[src/rtl/keypad_lock_ctrl_if.sv]
// Keypad lock bus: one-hot key code in, display/status/buzzer out.
// Master drives the keypad code, slave is the lock controller.
interface keypad_lock_ctrl_if #(
  parameter int N_DIGITS = 3
);
  logic [15:0]           onehot;
  logic [4*N_DIGITS-1:0] digits;
  logic [3:0]            entry_cnt;
  logic [3:0]            tries;
  logic [1:0]            state;
  logic [7:0]            lock_remaining;
  logic                  unlocked;
  logic                  buzzer;

  modport master (
    output onehot,
    input  digits, entry_cnt, tries, state, lock_remaining, unlocked, buzzer
  );

  modport slave (
    input  onehot,
    output digits, entry_cnt, tries, state, lock_remaining, unlocked, buzzer
  );
endinterface

[src/rtl/keypad_lock_ctrl.sv]
// Keypad password lock: N-digit BCD entry, password check, try limit, lockout countdown, buzzer tones.
// Outputs update one cycle after a key edge; no backpressure, keys in ignoring states are dropped.
module keypad_lock_ctrl #(
  parameter int                    N_DIGITS   = 3,
  parameter logic [4*N_DIGITS-1:0] PASSWORD   = 12'h246,
  parameter int                    MAX_TRIES  = 3,
  parameter int                    LOCK_SEC   = 20,
  parameter int                    CLK_HZ     = 50_000_000,
  parameter int                    CLICK_HALF = 50000,
  parameter int                    CLICK_LEN  = 10_000_000,
  parameter int                    OK_HALF    = 25000,
  parameter int                    OK_LEN     = 30_000_000,
  parameter int                    FAIL_HALF  = 100000,
  parameter int                    FAIL_LEN   = 15_000_000
) (
  input  logic              clk,
  input  logic              RSTn,
  keypad_lock_ctrl_if.slave kp
);
  localparam int            DW    = 4 * N_DIGITS;
  localparam logic [DW-1:0] BLANK = {N_DIGITS{4'hF}};
  localparam logic [DW-1:0] GLYPH = {N_DIGITS{4'hA}};
  localparam logic [3:0]    FULL  = 4'(N_DIGITS);

  typedef enum logic [1:0] {ST_ENTRY = 2'd0, ST_PASS = 2'd1, ST_LOCK = 2'd2} state_t;
  typedef enum logic [1:0] {T_IDLE, T_CLICK, T_OK, T_FAIL} tone_t;
  typedef enum logic [2:0] {K_NONE, K_DIG, K_ENTER, K_BS, K_CLR, K_CLRALL} key_t;

  logic [15:0]   r_onehot_prev;
  state_t        r_state, w_state_nx;
  logic [DW-1:0] r_digits, w_digits_nx;
  logic [3:0]    r_cnt, w_cnt_nx;
  logic [3:0]    r_tries, w_tries_nx;
  logic [7:0]    r_lrem, w_lrem_nx;
  logic [31:0]   r_presc, w_presc_nx;
  tone_t         r_tone, w_tone_req;
  logic [31:0]   r_dur, r_half, w_half, w_len;
  logic          r_buzz, w_gap;
  key_t          w_key;
  logic [3:0]    w_dig;
  logic          w_evt;

  always_comb begin
    w_key = K_DIG;
    w_dig = 4'd0;
    case (kp.onehot)
      16'h0008: w_dig = 4'd0;
      16'h0080: w_dig = 4'd1;
      16'h0040: w_dig = 4'd2;
      16'h0020: w_dig = 4'd3;
      16'h0800: w_dig = 4'd4;
      16'h0400: w_dig = 4'd5;
      16'h0200: w_dig = 4'd6;
      16'h8000: w_dig = 4'd7;
      16'h4000: w_dig = 4'd8;
      16'h2000: w_dig = 4'd9;
      16'h0001: w_key = K_ENTER;
      16'h0010: w_key = K_BS;
      16'h1000: w_key = K_CLR;
      16'h0100: w_key = K_CLRALL;
      default:  w_key = K_NONE;
    endcase
  end

  // Only a press from an all-released keypad counts, so a held key fires once.
  assign w_evt = (r_onehot_prev == 16'h0) && (w_key != K_NONE);

  always_comb begin
    w_state_nx  = r_state;
    w_digits_nx = r_digits;
    w_cnt_nx    = r_cnt;
    w_tries_nx  = r_tries;
    w_lrem_nx   = r_lrem;
    w_presc_nx  = r_presc;
    w_tone_req  = T_IDLE;
    case (r_state)
      ST_ENTRY: begin
        if (w_evt) begin
          case (w_key)
            K_DIG: if (r_cnt < FULL) begin
              w_digits_nx = (r_digits << 4) | DW'(w_dig);
              w_cnt_nx    = r_cnt + 4'd1;
              w_tone_req  = T_CLICK;
            end
            K_BS: if (r_cnt != 4'd0) begin
              w_digits_nx = (r_digits >> 4) | (DW'(4'hF) << (DW - 4));
              w_cnt_nx    = r_cnt - 4'd1;
              w_tone_req  = T_CLICK;
            end
            K_CLR, K_CLRALL: begin
              w_digits_nx = BLANK;
              w_cnt_nx    = 4'd0;
              w_tone_req  = T_CLICK;
              if (w_key == K_CLRALL) w_tries_nx = 4'd0;
            end
            K_ENTER: if (r_cnt == FULL) begin
              if (r_digits == PASSWORD) begin
                w_state_nx  = ST_PASS;
                w_digits_nx = GLYPH;
                w_tries_nx  = 4'd0;
                w_tone_req  = T_OK;
              end else begin
                w_digits_nx = BLANK;
                w_cnt_nx    = 4'd0;
                w_tone_req  = T_FAIL;
                if (r_tries + 4'd1 == 4'(MAX_TRIES)) begin
                  w_state_nx  = ST_LOCK;
                  w_tries_nx  = 4'd0;
                  w_digits_nx = '0;
                  w_lrem_nx   = 8'(LOCK_SEC);
                  w_presc_nx  = '0;
                end else begin
                  w_tries_nx = r_tries + 4'd1;
                end
              end
            end
            default: ;
          endcase
        end
      end
      ST_PASS: begin
        if (w_evt && (w_key == K_CLR || w_key == K_CLRALL)) begin
          w_state_nx  = ST_ENTRY;
          w_digits_nx = BLANK;
          w_cnt_nx    = 4'd0;
          w_tone_req  = T_CLICK;
        end
      end
      ST_LOCK: begin
        if (r_presc == 32'(CLK_HZ - 1)) begin
          w_presc_nx = '0;
          w_lrem_nx  = r_lrem - 8'd1;
          if (r_lrem == 8'd1) begin
            w_state_nx  = ST_ENTRY;
            w_digits_nx = BLANK;
            w_cnt_nx    = 4'd0;
          end
        end else begin
          w_presc_nx = r_presc + 32'd1;
        end
      end
      default: w_state_nx = ST_ENTRY;
    endcase
  end

  always_ff @(posedge clk or posedge RSTn) begin
    if (RSTn) begin
      r_onehot_prev <= '0;
      r_state       <= ST_ENTRY;
      r_digits      <= BLANK;
      r_cnt         <= '0;
      r_tries       <= '0;
      r_lrem        <= '0;
      r_presc       <= '0;
    end else begin
      r_onehot_prev <= kp.onehot;
      r_state       <= w_state_nx;
      r_digits      <= w_digits_nx;
      r_cnt         <= w_cnt_nx;
      r_tries       <= w_tries_nx;
      r_lrem        <= w_lrem_nx;
      r_presc       <= w_presc_nx;
    end
  end

  always_comb begin
    case (r_tone)
      T_OK:    begin w_half = 32'(OK_HALF);    w_len = 32'(OK_LEN);    end
      T_FAIL:  begin w_half = 32'(FAIL_HALF);  w_len = 32'(FAIL_LEN);  end
      default: begin w_half = 32'(CLICK_HALF); w_len = 32'(CLICK_LEN); end
    endcase
  end

  // A new request always wins, so any key restarts whatever tone is playing.
  always_ff @(posedge clk or posedge RSTn) begin
    if (RSTn) begin
      r_tone <= T_IDLE;
      r_dur  <= '0;
      r_half <= '0;
      r_buzz <= 1'b0;
    end else if (w_tone_req != T_IDLE) begin
      r_tone <= w_tone_req;
      r_dur  <= '0;
      r_half <= '0;
      r_buzz <= 1'b1;
    end else if (r_tone != T_IDLE) begin
      if (r_dur == w_len - 32'd1) begin
        r_tone <= T_IDLE;
        r_buzz <= 1'b0;
      end else begin
        r_dur <= r_dur + 32'd1;
        if (r_half == w_half - 32'd1) begin
          r_half <= '0;
          r_buzz <= ~r_buzz;
        end else begin
          r_half <= r_half + 32'd1;
        end
      end
    end
  end

  assign w_gap = (r_tone == T_FAIL) && (r_dur > 32'(FAIL_LEN / 3)) &&
                 (r_dur < 32'(2 * FAIL_LEN / 3));

  assign kp.digits         = r_digits;
  assign kp.entry_cnt      = r_cnt;
  assign kp.tries          = r_tries;
  assign kp.state          = r_state;
  assign kp.lock_remaining = r_lrem;
  assign kp.unlocked       = (r_state == ST_PASS);
  assign kp.buzzer         = r_buzz & ~w_gap;
endmodule

[src/flat_wrapper.sv]
// flat-port wrapper written by rule: the top's interface ports become plain ports
module keypad_lock_ctrl_flat 
#(
  parameter int                    N_DIGITS   = 3,
  parameter logic [4*N_DIGITS-1:0] PASSWORD   = 12'h246,
  parameter int                    MAX_TRIES  = 3,
  parameter int                    LOCK_SEC   = 20,
  parameter int                    CLK_HZ     = 50_000_000,
  parameter int                    CLICK_HALF = 50000,
  parameter int                    CLICK_LEN  = 10_000_000,
  parameter int                    OK_HALF    = 25000,
  parameter int                    OK_LEN     = 30_000_000,
  parameter int                    FAIL_HALF  = 100000,
  parameter int                    FAIL_LEN   = 15_000_000
)
  (clk, RSTn, kp_onehot, kp_digits, kp_entry_cnt, kp_tries, kp_state, kp_lock_remaining, kp_unlocked, kp_buzzer);
  keypad_lock_ctrl_if #(.N_DIGITS(N_DIGITS)) kp_i ();
  input  logic clk;
  input  logic RSTn;
  input wire logic [$bits(kp_i.onehot)-1:0] kp_onehot;
  output wire logic [$bits(kp_i.digits)-1:0] kp_digits;
  output wire logic [$bits(kp_i.entry_cnt)-1:0] kp_entry_cnt;
  output wire logic [$bits(kp_i.tries)-1:0] kp_tries;
  output wire logic [$bits(kp_i.state)-1:0] kp_state;
  output wire logic [$bits(kp_i.lock_remaining)-1:0] kp_lock_remaining;
  output wire logic [$bits(kp_i.unlocked)-1:0] kp_unlocked;
  output wire logic [$bits(kp_i.buzzer)-1:0] kp_buzzer;
  assign kp_i.onehot = kp_onehot;
  assign kp_digits = kp_i.digits;
  assign kp_entry_cnt = kp_i.entry_cnt;
  assign kp_tries = kp_i.tries;
  assign kp_state = kp_i.state;
  assign kp_lock_remaining = kp_i.lock_remaining;
  assign kp_unlocked = kp_i.unlocked;
  assign kp_buzzer = kp_i.buzzer;
  keypad_lock_ctrl #(.N_DIGITS(N_DIGITS), .PASSWORD(PASSWORD), .MAX_TRIES(MAX_TRIES), .LOCK_SEC(LOCK_SEC), .CLK_HZ(CLK_HZ), .CLICK_HALF(CLICK_HALF), .CLICK_LEN(CLICK_LEN), .OK_HALF(OK_HALF), .OK_LEN(OK_LEN), .FAIL_HALF(FAIL_HALF), .FAIL_LEN(FAIL_LEN)) u_core (.clk(clk), .RSTn(RSTn), .kp(kp_i));
endmodule
[config.mk]
export PLATFORM = sky130hd
export DESIGN_NAME = keypad_lock_ctrl_flat
export DESIGN_NICKNAME = d
export VERILOG_FILES = /design/src/rtl/keypad_lock_ctrl_if.sv /design/src/rtl/keypad_lock_ctrl.sv /design/src/flat_wrapper.sv
export SDC_FILE = /design/constraint.sdc
export NUM_CORES = 1
export LEC_CHECK = 0
export BUFFER_PORTS_ARGS = -buffer_cell sky130_fd_sc_hd__buf_2
export CAP_MARGIN = 30
export CORE_UTILIZATION = 25
export CTS_CLUSTER_DIAMETER = 100
export DETAILED_ROUTE_END_ITERATION = 16
export SETUP_SLACK_MARGIN = 0.05
export SYNTH_ARGS = -nofsm -noshare
export SYNTH_HDL_FRONTEND = slang
export SYNTH_SLANG_ARGS = --single-unit
[constraint.sdc]
create_clock -name clk -period 7 [get_ports clk]
set_input_delay 0.7 -clock clk [delete_from_list [all_inputs] [get_ports clk]]
set_output_delay 0.7 -clock clk [all_outputs]
set_load 0.02 [all_outputs]
**Yosys cells after proc, flatten, opt, wreduce, memory -nomap -nowiden**

Index checks and enable logic that the tools add are counted.

- Logic and storage cells: 177
- Output and inout port bits: 32
- Input port bits: 18
- Latch bits: 0
- Bits in registers: 145
- Bits in read-only memories: 0
- Memories: 0
- Bits in writable memories: 0

- Eq/ne operators: 47
- Bitwise gates (word level): 4
- Reductions and logical operators: 28
- $lt $le $gt $ge: 3
- Add/subtract/negate cells: 9
- Shift-type cells: 0
- Multiplexer cells: 75
- Multiply operators: 0
- Div/mod/pow operators: 0

Operators with widths:

| cell | number |
|---|---|
| $mux W32 | 13 |
| $mux W12 | 9 |
| $add A32 B1 Y32 const B | 3 |
| $eq A32 B32 Y1 | 2 |
| $pmux W32 S2 | 1 |
| $pmux W25 S2 | 1 |
| $mux W4 | 12 |
| $mux W8 | 6 |
| $pmux W12 S4 | 1 |
| $pmux W12 S3 | 1 |
| $pmux W4 S9 | 1 |
| $pmux W17 S2 | 1 |
| $eq A32 B26 Y1 const B | 1 |
| $gt A32 B23 Y1 const B | 1 |
| $lt A32 B24 Y1 const B | 1 |
| $mux W2 | 13 |
| $sub A25 B1 Y26 const B | 1 |
| $ne A2 B1 Y1 const B | 9 |
| $sub A17 B1 Y18 const B | 1 |
| $eq A16 B1 Y1 const B | 1 |
| $eq A16 B10 Y1 const B | 1 |
| $eq A16 B11 Y1 const B | 1 |
| $eq A16 B12 Y1 const B | 1 |
| $eq A16 B13 Y1 const B | 1 |
| 53 further kinds | 83 |

**Logic depth before layout (Yosys ltp)**

Gate-level depths: netlist (run 1).

- Depth in word-level cells: 11
- Mapped depth: 12
- Gate-level depth less buffers: 10

**Worst setup path before layout (run 1)**

Ideal clock, no wire load.

- Kind: input to register
- Start point: input port kp_onehot[13]
- End point: register u_core.r_cnt[3] (netlist: u_core.kp.entry_cnt[3])
- Path slack: 3.425 ns
- Data required time: 6.935 ns
- Stages on the path: 12
- Library setup time: 0.065 ns
- Arrival time: 3.510 ns
- Cells stage by stage: or4_4 -> nor4_4 -> and4_1 -> buf_2 -> clkbuf_1 -> ha_1 -> a21o_1 -> a21oi_1 -> xor2_1 -> or3_1 -> a2111oi_0 -> a211o_1

- Longest elaborated chain between the ends: 8
- Elaborated cells on any way between the ends: 37
- Those cells by class: eq/ne: 26; mux: 4; reduce/logical: 7

Ends and longest elaborated chain:

| what | RTL line | text |
|---|---|---|
| start: declaration | flat_wrapper.sv:20 | `input wire logic [$bits(kp_i.onehot)-1:0] kp_onehot;` |
| $eq A16 B4 Y1 (tied with other cells) | keypad_lock_ctrl.sv:46 | `case (kp.onehot)` |
| $reduce_or A10 Y1 (no source line) | n/a |  |
| $pmux W3 S5 (*) | keypad_lock_ctrl.sv:46 |  |
| $eq A3 B3 Y1 / $reduce_bool A3 Y1 (equally long branches) | keypad_lock_ctrl.sv:79, keypad_lock_ctrl.sv:122, keypad_lock_ctrl.sv:66 |  |
| $reduce_or A2 Y1 (tied with other cells) | keypad_lock_ctrl.sv:79 | `case (w_key)` |
| $pmux W4 S4 / $logic_and A1 B1 Y1 (equally long branches) | keypad_lock_ctrl.sv:79, keypad_lock_ctrl.sv:122 |  |
| $mux W4 / $ne A2 B1 Y1 (equally long branches) | n/a |  |
| $pmux W4 S3 / $reduce_and A10 Y1 (equally long branches) | n/a |  |
| end signal: assignment | keypad_lock_ctrl.sv:159 | `r_cnt <= w_cnt_nx;` |
| end: declaration | keypad_lock_ctrl.sv:32 | `logic [3:0] r_cnt, w_cnt_nx;` |

Mark *: on every way between the ends. The rest lies on a longest branch, timed or not. The select of a mux whose other input is x is not followed.
A chain may end at the register's enable or synchronous reset.

**Worst setup path after layout (run 1)**

- Start point: input port kp_onehot[13]
- End point: register u_core.r_half[14]

- Longest elaborated chain between the ends: 11
- Elaborated cells on any way between the ends: 35
- Those cells by class: eq/ne: 20; mux: 6; reduce/logical: 9

Ends and longest elaborated chain:

| what | RTL line | text |
|---|---|---|
| $eq A16 B4 Y1 (tied with other cells) | keypad_lock_ctrl.sv:46 |  |
| $reduce_or A10 Y1 (no source line) | n/a |  |
| $pmux W3 S5 (*) | keypad_lock_ctrl.sv:46 |  |
| $eq A3 B3 Y1 / $reduce_bool A3 Y1 (equally long branches) | keypad_lock_ctrl.sv:79, keypad_lock_ctrl.sv:122, keypad_lock_ctrl.sv:66 |  |
| $reduce_or A2 Y1 (tied with other cells) | keypad_lock_ctrl.sv:79 |  |
| $pmux W2 S4 / $logic_and A1 B1 Y1 (equally long branches) | keypad_lock_ctrl.sv:79, keypad_lock_ctrl.sv:122 |  |
| $mux W2 / $mux W1 (equally long branches) | keypad_lock_ctrl.sv:78, keypad_lock_ctrl.sv:122 |  |
| $pmux W2 S2 (*) | keypad_lock_ctrl.sv:76 | `case (r_state)` |
| $reduce_bool A2 Y1 (*) | keypad_lock_ctrl.sv:181 | `end else if (w_tone_req != T_IDLE) begin` |
| $ne A2 B1 Y1 (no source line) / $reduce_bool A2 Y1 (equally long branches) | n/a |  |
| $reduce_and A2 Y1 (no source line) | n/a |  |
| end signal: assignment | keypad_lock_ctrl.sv:196 | `r_half <= r_half + 32'd1;` |
| end: declaration | keypad_lock_ctrl.sv:37 | `logic [31:0] r_dur, r_half, w_half, w_len;` |

Mark *: on every way between the ends. The rest lies on a longest branch, timed or not.

==> results by group, run 1 <==
Timing
  • Highest attainable clock frequency: ~260 MHz
  • Count of final hold-check violations: 0
  • Total of endpoints with negative setup slack in the final report: 0
  • WHS: about 390 ps
  • Part of the cycle the worst path needs: 54.3%
  • RSZ-0062 raised after global routing: no
  • Count of final max-slew check failures: 0
  • Relative slew slack: 28.4%
  • Worst clock skew on the final layout: 8.39 ps
  • Actual transition at the worst max-transition pin: 1060 ps
  • Minimum clock period: 3800 ps
  • Final total negative setup slack: 0 ps

Drt
  • Overall via count from detail_route: between 7000 and 8000
  • Vias per std cell: ~5.2
  • First-pass detailed-route iteration total: 5
  • DRT antenna net count: 0
  • Post-detailed-route DRC marker count: 0
  • Post-detailed-route wirelength per cell: 15.8 um
  • DRC violation total after the first TritonRoute iteration: 663
  • Total length of routed wires: around 23 mm

Clocking
  • Maximum buffer depth of the clock tree: 2
  • Number of buffers inserted during clock tree synthesis: 17
  • Buffers inserted during post-CTS setup optimization: 0
  • Clock H-tree levels: 4
  • Sinks on Clock Net: between 100 and 150
  • Buffer type at the clock tree root: sky130_fd_sc_hd__clkbuf_16
  • Clock tree from TritonCTS: yes
  • Number of cells upsized or downsized after cts: 0
  • Worst-skew pair later-pin latency: 430 ps
  • Hold buffer count at CTS: 0
  • Clock Pin Slew Worst Setup and Hold Paths: 70 ps

Finish
  • Cell area after layout: 10200 um^2
  • FF/Latch Area: 3640 um^2
  • Antenna Cells: 0
  • Share of cells above drive strength 1: 14.4%
  • Area used by multi-input combinational logic: 4960 um^2
  • Number of fillers in the final layout: roughly 3700
  • Number of nets in the layout: 1056
  • Finished Layout Cells: about 1500
  • Layout overhead on the synthesized area: 14.4%

Floorplan
  • Number of primary I/O pins: 50
  • Horizontal die dimension: 191 um
  • Starting density of the core: 25.6%
  • Overall die height: ~190 um
  • Placeable core region: 34900 um^2
  • Die ar.: 36500 um^2
  • Site row count: 68

Power and ir drop
  • Switching share of power: between 20% and 30%
  • NetSw: around 0.00042 W
  • Internal power: approximately 0.0015 W
  • Leakage power: just over 4 nW
  • Peak ir drop on the vdd network: 0.110 mV
  • Sequential share of power: 44.7%
  • Part of the total power dissipated in the clock network: 52.9%
  • PD cells: 185 nW/um^2
  • Combinational cell fraction of total power: 2.5%

Worst setup path
  • Nature of the critical path startpoint: input pin
  • CP max FO: 40
  • Cell with the largest stage delay on the worst path: sky130_fd_sc_hd__a21oi_4
  • Crit path cell chain: buf_2, or4_4, nor4_4, and4_1, inv_2, a41oi_2, o41ai_1, a21oi_4, buf_4, nor3_1
  • Required time at the worst-slack endpoint: 7290 ps
  • Number of buffers and inverters on the critical path: 3
  • Worst endpoint data arrival time: approximately 4000 ps
  • Setup crit end kind: register
  • Cell family with the largest share of critical-path delay: simple AND/OR/NAND/NOR gates
  • Type of the setup path with the least slack: in -> reg
  • Highest cell delay on the worst timing path: 640 ps

Global route
  • Via count of the first global-routing pass: 7363
  • All-Layer GR Usage: 13.1%
  • Aggregate global routing overflow: 0
  • Number of antenna violations at the first check in global routing: 2
  • Pin count of the biggest net entering global routing: 74
  • Wire length of the first global-routing pass: slightly below 40 mm

Synth
  • Synthesized net count: approximately 1000
  • Number of flops mapped to enable cells by yosys: 0
  • Share of Yosys cell area claimed by the top area cell type: 37.2%
  • Synth Area per Inst: a little under 9 um^2
  • Cell accounting for the most synthesized area: sky130_fd_sc_hd__dfrtp_1
  • Seq/Total Area, Yosys: 40.7%
  • Post-synthesis cell count: 1001
  • Share of synthesized registers carrying an async set or reset: between 90% and 100%
  • Distinct cell type count of the synthesized netlist: 75
  • Cell Area, Synth: 8950 um^2
  • Most instantiated cells after synthesis: 133 x sky130_fd_sc_hd__dfrtp_1, 115 x sky130_fd_sc_hd__nor2_1, 81 x sky130_fd_sc_hd__nand2_1
  • Cell with the most instances after synthesis: sky130_fd_sc_hd__dfrtp_1
  • Top FF cell, synth: sky130_fd_sc_hd__dfrtp_1
  • Count of synthesis-stage warnings from yosys: 0
  • Leading post-synthesis cells by cell area: sky130_fd_sc_hd__dfrtp_1 37%, sky130_fd_sc_hd__nor2_1 4.8%, sky130_fd_sc_hd__o21ai_0 3.6%
  • Seq cells post-synth: ~150

Place
  • Port Buffer Count: 49
  • Placed standard-cell area: 9600 um^2
  • Weighted congestion reported at the end of routability-driven placement: 0.851
  • HPWL after detailed placement: 15.9 mm
  • Placed Cells incl. Taps: 1459

Min path
  • Min-Delay Path Class: in -> async

Run
  • Reported max-cap violation count: 0

Run status
  • Result of the run: finished clean
==> power by group through the flow <==
| stage | Sequential, W | Clock, W | Combinational (W) |
|---|---|---|---|
| 3_5_place_dp | 0.000860 | 0 | 0.0000475 |
| 5_1_grt | 0.000845 | 0.00105 | 0.0000521 |
| 3_3_place_gp | 0.000860 | 0 | 0.0000469 |
| 6_report | 0.000845 | 0.00100 | 0.0000464 |
| 2_1_floorplan | 0.000860 | 0 | 0.0000267 |
| 4_1_cts | 0.000845 | 0.00101 | 0.0000477 |
==> routing by layer <==
| layer | vias to the layer above | global-route usage [%] | share of wire, % |
|---|---|---|---|
| li1 | 3756 | - | - |
| met1 | 3836 | 18.7 | 49 |
| met2 | 154 | 20.2 | 46 |
| met3 | 19 | 2.77 | 4.2 |
| met4 | 4 | 3.17 | 0.88 |
| met5 | - | 0 | 0.098 |
==> worst register-to-register path, delay by kind of cell (launching register included) <==
family / cells / cell delay [ps]
flip-flops: 1 / 430
AO/OA/AOI/OAI: 3 / 1010
AND/OR/NAND/NOR: 3 / 1300
multiplexers: 1 / 400
==> layout by cell type, fill, tap and decap left out, drive strengths merged, types with 5 or more instances in the layout <==
cell type,instances
nor4b,15
clkbuf,20
nor3,27
o31ai,20
and3,19
nor2,115
inv,34
xor2,23
a21o,5
buf,58
xnor2,23
or4,16
and2,13
ha,14
a31oi,11
nand2b,12
o21ai,66
nor4,38
nand4,31
nor2b,7
and4,10
mux2,19
nand3b,6
mux2i,5
nand3,38
dfrtp,133
nand2,81
dfstp,12
a21oi,46
a211o,11
or3,17
o41ai,17
nand4b,7
==> kinds of logic after synthesis <==
group | count (synthesis) | synth area share, %
multiplexers | 24 | 3.37
AO/OA/AOI/OAI | 216 | 16.4
adder cells (fa/ha/maj) | 15 | 2.18
XOR/XNOR | 46 | 4.50
buffers and inverters | 86 | 3.99
flip-flops | 145 | 40.7
AND/OR/NAND/NOR | 469 | 28.8
==> area by class of cell <==
type                    count  share of cell area (%)
multi-input cells         770                    48.5
repair buffers             58                    2.99
inverters                  31                    1.19
flip-flops and latches    145                    35.6
well taps                 455                    5.56
clock buffers              20                    4.46
clock inverters            12                    1.74
==> metrics by stage <==
step           util (%)  power (W)  setup slack [ps]
3_5_place_dp       27.5   0.000908              2740
2_1_floorplan         -   0.000887              2430
3_3_place_gp       27.5   0.000907              2850
6_report           29.3    0.00189              3200
4_1_cts            29.3    0.00191              3200
5_1_grt            29.3    0.00195              2940
==> registers in the layout, indices dropped and copies added (netlist names) <==
signal	count
u_core.kp.digits	12
u_core.kp.entry_cnt	4
u_core.kp.lock_remaining	8
u_core.kp.state	2
u_core.kp.tries	4
u_core.r_buzz	1
u_core.r_dur	32
u_core.r_half	32
u_core.r_onehot_prev	16
u_core.r_presc	32
u_core.r_tone	2
==> path summary, 6_finish.rpt <==
path,from,to,slack [ps],cells after the start
min,RSTn,u_core.r_dur[4],390,2
min reg2reg,u_core.r_presc[26],u_core.r_presc[26],510,1
min in group clk,kp_onehot[14],u_core.r_onehot_prev[14],470,1
max reg2reg,u_core.kp.lock_remaining[5],u_core.kp.digits[5],3780,7
max in group asynchronous,RSTn,u_core.r_dur[30],5180,3
max,kp_onehot[13],u_core.r_half[14],3200,10
Power figures use the tool's default switching activity.
==> run 2, diff against run 1 <==
--- a/config.mk
+++ b/config.mk
@@ -5,6 +5,7 @@
 export SDC_FILE = /design/constraint.sdc
 export NUM_CORES = 1
 export LEC_CHECK = 0
+export ABC_AREA = 1
 export BUFFER_PORTS_ARGS = -buffer_cell sky130_fd_sc_hd__buf_2
 export CAP_MARGIN = 30
 export CORE_UTILIZATION = 25
==> constraint.sdc (replaced) <==
create_clock -name clk -period 3.1 [get_ports clk]
set_input_delay 0.31 -clock clk [delete_from_list [all_inputs] [get_ports clk]]
set_output_delay 0.31 -clock clk [all_outputs]
set_load 0.02 [all_outputs]
==> results by group, run 2 <==
Synth
  • Share of synthesized registers carrying an async set or reset: 100%
  • Post-synthesis cell count: between 1000 and 1500
  • Most instantiated cells after synthesis: 357 x sky130_fd_sc_hd__nand2_1, 219 x sky130_fd_sc_hd__nor2_1, 153 x sky130_fd_sc_hd__inv_1
  • Seq/Total Area, Yosys: 35.9%
  • Synth Area per Inst: 6.98 um^2
  • Cell with the most instances after synthesis: sky130_fd_sc_hd__nand2_1
  • Count of synthesis-stage warnings from yosys: 0
  • Leading post-synthesis cells by cell area: sky130_fd_sc_hd__dfrtp_1 33%, sky130_fd_sc_hd__nand2_1 13%, sky130_fd_sc_hd__nor2_1 8.1%
  • Distinct cell type count of the synthesized netlist: 46
  • Cell Area, Synth: 10200 um^2
  • Cell accounting for the most synthesized area: sky130_fd_sc_hd__dfrtp_1
  • Top FF cell, synth: sky130_fd_sc_hd__dfrtp_1
  • Number of flops mapped to enable cells by yosys: 0
  • Seq cells post-synth: 145
  • Share of Yosys cell area claimed by the top area cell type: 32.8%
  • Synthesized net count: 1489

Place
  • Placed standard-cell area: 11000 um^2
  • Port Buffer Count: 49
  • HPWL after detailed placement: 20.6 mm
  • Weighted congestion reported at the end of routability-driven placement: roughly 0.9

Global route
  • Via count of the first global-routing pass: ~9300
  • Pin count of the biggest net entering global routing: roughly 110
  • Met2 track demand over resource in global routing: 23.0%
  • GRT met1 Usage: 18.4%
  • Number of antenna violations at the first check in global routing: 0
  • Met3 Usage GRT: about 2.7%
  • Busiest metal layer after global routing: met2
  • Wire length of the first global-routing pass: 46.9 mm
  • Aggregate global routing overflow: 0
  • All-Layer GR Usage: 13.8%

Floorplan
  • Placeable core region: between 30000 and 40000 um^2
  • Number of primary I/O pins: 50
  • Starting density of the core: between 20 and 30%
  • Overall die height: a little over 200 um
  • Site row count: 73
  • Die ar.: 41500 um^2
  • Horizontal die dimension: 204 um

Power and ir drop
  • PD cells: 346 nW/um^2
  • Leakage power: 5.48 nW
  • Peak ir drop on the vdd network: 0.338 mV

Drt
  • Total length of routed wires: approximately 28 mm
  • Overall via count from detail_route: 9626
  • Post-detailed-route wirelength per cell: 13.6 um
  • DRC violation total after the first TritonRoute iteration: 611
  • Vias per std cell: between 4 and 5
  • Post-detailed-route DRC marker count: 0
  • First-pass detailed-route iteration total: 5
  • DRT antenna net count: 0

Worst setup path
  • Cell with the largest stage delay on the worst path: sky130_fd_sc_hd__dlygate4sd3_1
  • Highest cell delay on the worst timing path: around 530 ps
  • Worst setup startpoint: kp_onehot[3]
  • Required time at the worst-slack endpoint: 3420 ps
  • Crit path cell chain: dlygate4sd3_1, buf_2, nor2_1, nand2_1, nor2_4, buf_4, nand2_1, nand2_1, nor2_1, nand3_1, nand2_1, nand3_1, nand3_1, nand3_2, buf_12, inv_1, nand3_1, nand2_1
  • Nature of the critical path startpoint: input pin
  • Number of buffers and inverters on the critical path: 5
  • Worst endpoint data arrival time: approximately 3100 ps
  • Critical path's most frequent cell: sky130_fd_sc_hd__nand2_1
  • CP max FO: 33
  • R2R Path Start: u_core.r_presc[1]
  • Setup crit end kind: register
  • Type of the setup path with the least slack: in -> reg
  • Cell family with the largest share of critical-path delay: simple AND/OR/NAND/NOR gates

Finish
  • Cell area after layout: 11600 um^2
  • Most common cell after layout, fill and taps aside: sky130_fd_sc_hd__nand2_1
  • Share of cells above drive strength 1: 10.2%
  • Antenna Cells: 0
  • Number of nets in the layout: 1534
  • Post-layout utilization of the core: 29.1%
  • Largest registers: u_core.r_dur (32), u_core.r_half (32), u_core.r_presc (32)
  • Leading cell types in the layout, fill and taps excluded: 357 x sky130_fd_sc_hd__nand2_1, 219 x sky130_fd_sc_hd__nor2_1, 151 x sky130_fd_sc_hd__inv_1, 133 x sky130_fd_sc_hd__dfrtp_1, 85 x sky130_fd_sc_hd__nand3_1
  • Number of fillers in the final layout: 4303
  • Layout overhead on the synthesized area: 14.4%

Clocking
  • Maximum buffer depth of the clock tree: 2
  • Number of buffers inserted during clock tree synthesis: 17
  • Clock Pin Slew Worst Setup and Hold Paths: around 70 ps
  • Clock H-tree levels: 4
  • Worst-skew pair later-pin latency: roughly 440 ps
  • Sinks on Clock Net: 145
  • Clock tree from TritonCTS: yes
  • Buffer type at the clock tree root: sky130_fd_sc_hd__clkbuf_16

Timing
  • Count of final hold-check violations: 0
  • Worst clock skew on the final layout: 17.1 ps
  • RSZ-0062 raised after global routing: no
  • Relative slew slack: 40.6%
  • Count of final max-slew check failures: 0
  • Minimum clock period: 2810 ps
  • Final total negative setup slack: 0 ps
  • Actual transition at the worst max-transition pin: 883 ps
  • Total of endpoints with negative setup slack in the final report: 0
  • Highest attainable clock frequency: 356 MHz
  • Part of the cycle the worst path needs: between 90% and 100%

Min path
  • Startpoint of the worst hold path: kp_onehot[0]
  • Min-Delay Path Class: in -> reg

Run status
  • Result of the run: finished clean

Run
  • Reported max-cap violation count: 0
run 2: final cells by class:
cell class	count	area, um^2	area share (%)
well taps	525	657	5.65
repair buffers	73	488	4.20
flip-flops and latches	145	3640	31.3
clock buffers	17	425	3.66
inverters	159	603	5.19
clock inverters	15	140	1.21
multi-input cells	1105	5670	48.8
run 2: path summary, 6_finish.rpt:
| path | to | slack (ps) | cells past startpoint |
|---|---|---|---|
| hold reg to reg | u_core.r_buzz | 470 | 2 |
| setup / recovery | u_core.r_half[2] | 290 | 18 |
| min in group asynchronous | u_core.r_half[21] | 380 | 3 |
| setup reg to reg | u_core.kp.state[1] | 480 | 12 |
| max in group asynchronous | u_core.r_dur[14] | 1890 | 4 |
| hold / removal | u_core.r_onehot_prev[0] | 20 | 1 |
run 2: where the power goes:
group	switching, W	total, W	internal, W
Sequential	0.00000263	0.00190	0.00190
Combinational	0.0000695	0.0000942	0.0000247
Clock	0.000967	0.00203	0.00106
run 2: what timing repair did:
item / in CTS / in global routing
resized for setup: 0 / 3
endpoints found under the setup margin: 0 / 50
hold endpoints to repair: 11 / 0
buffers inserted: 0 / 2
hold buffers: 5 / 0
run 2: metrics by stage:
step	setup slack [ps]	hold WS (ps)	instances	power (W)
4_1_cts	143	1.26	2037	0.00409
5_1_grt	57.7	0.377	2039	0.00418
3_5_place_dp	242	279	2000	0.00203
6_report	290	16.2	2039	0.00403
2_1_floorplan	955	341	1456	0.00199
3_3_place_gp	384	288	2000	0.00203
run 2: per-layer routing:
metal  vias to the layer above  routed length [um]
li1                       4843                   -
met1                      4514               13100
met5                         -                   0
met3                        24                1260
met2                       245               13000
met4                         0                 316
run 2: cell families after synthesis:
group | after synthesis | synth area share [%]
simple gates | 859 | 38.1
buf+inv | 206 | 8.34
flops | 145 | 35.9
compound gates | 136 | 7.62
xor+xnor | 95 | 8.19
fa+ha+maj | 15 | 1.92
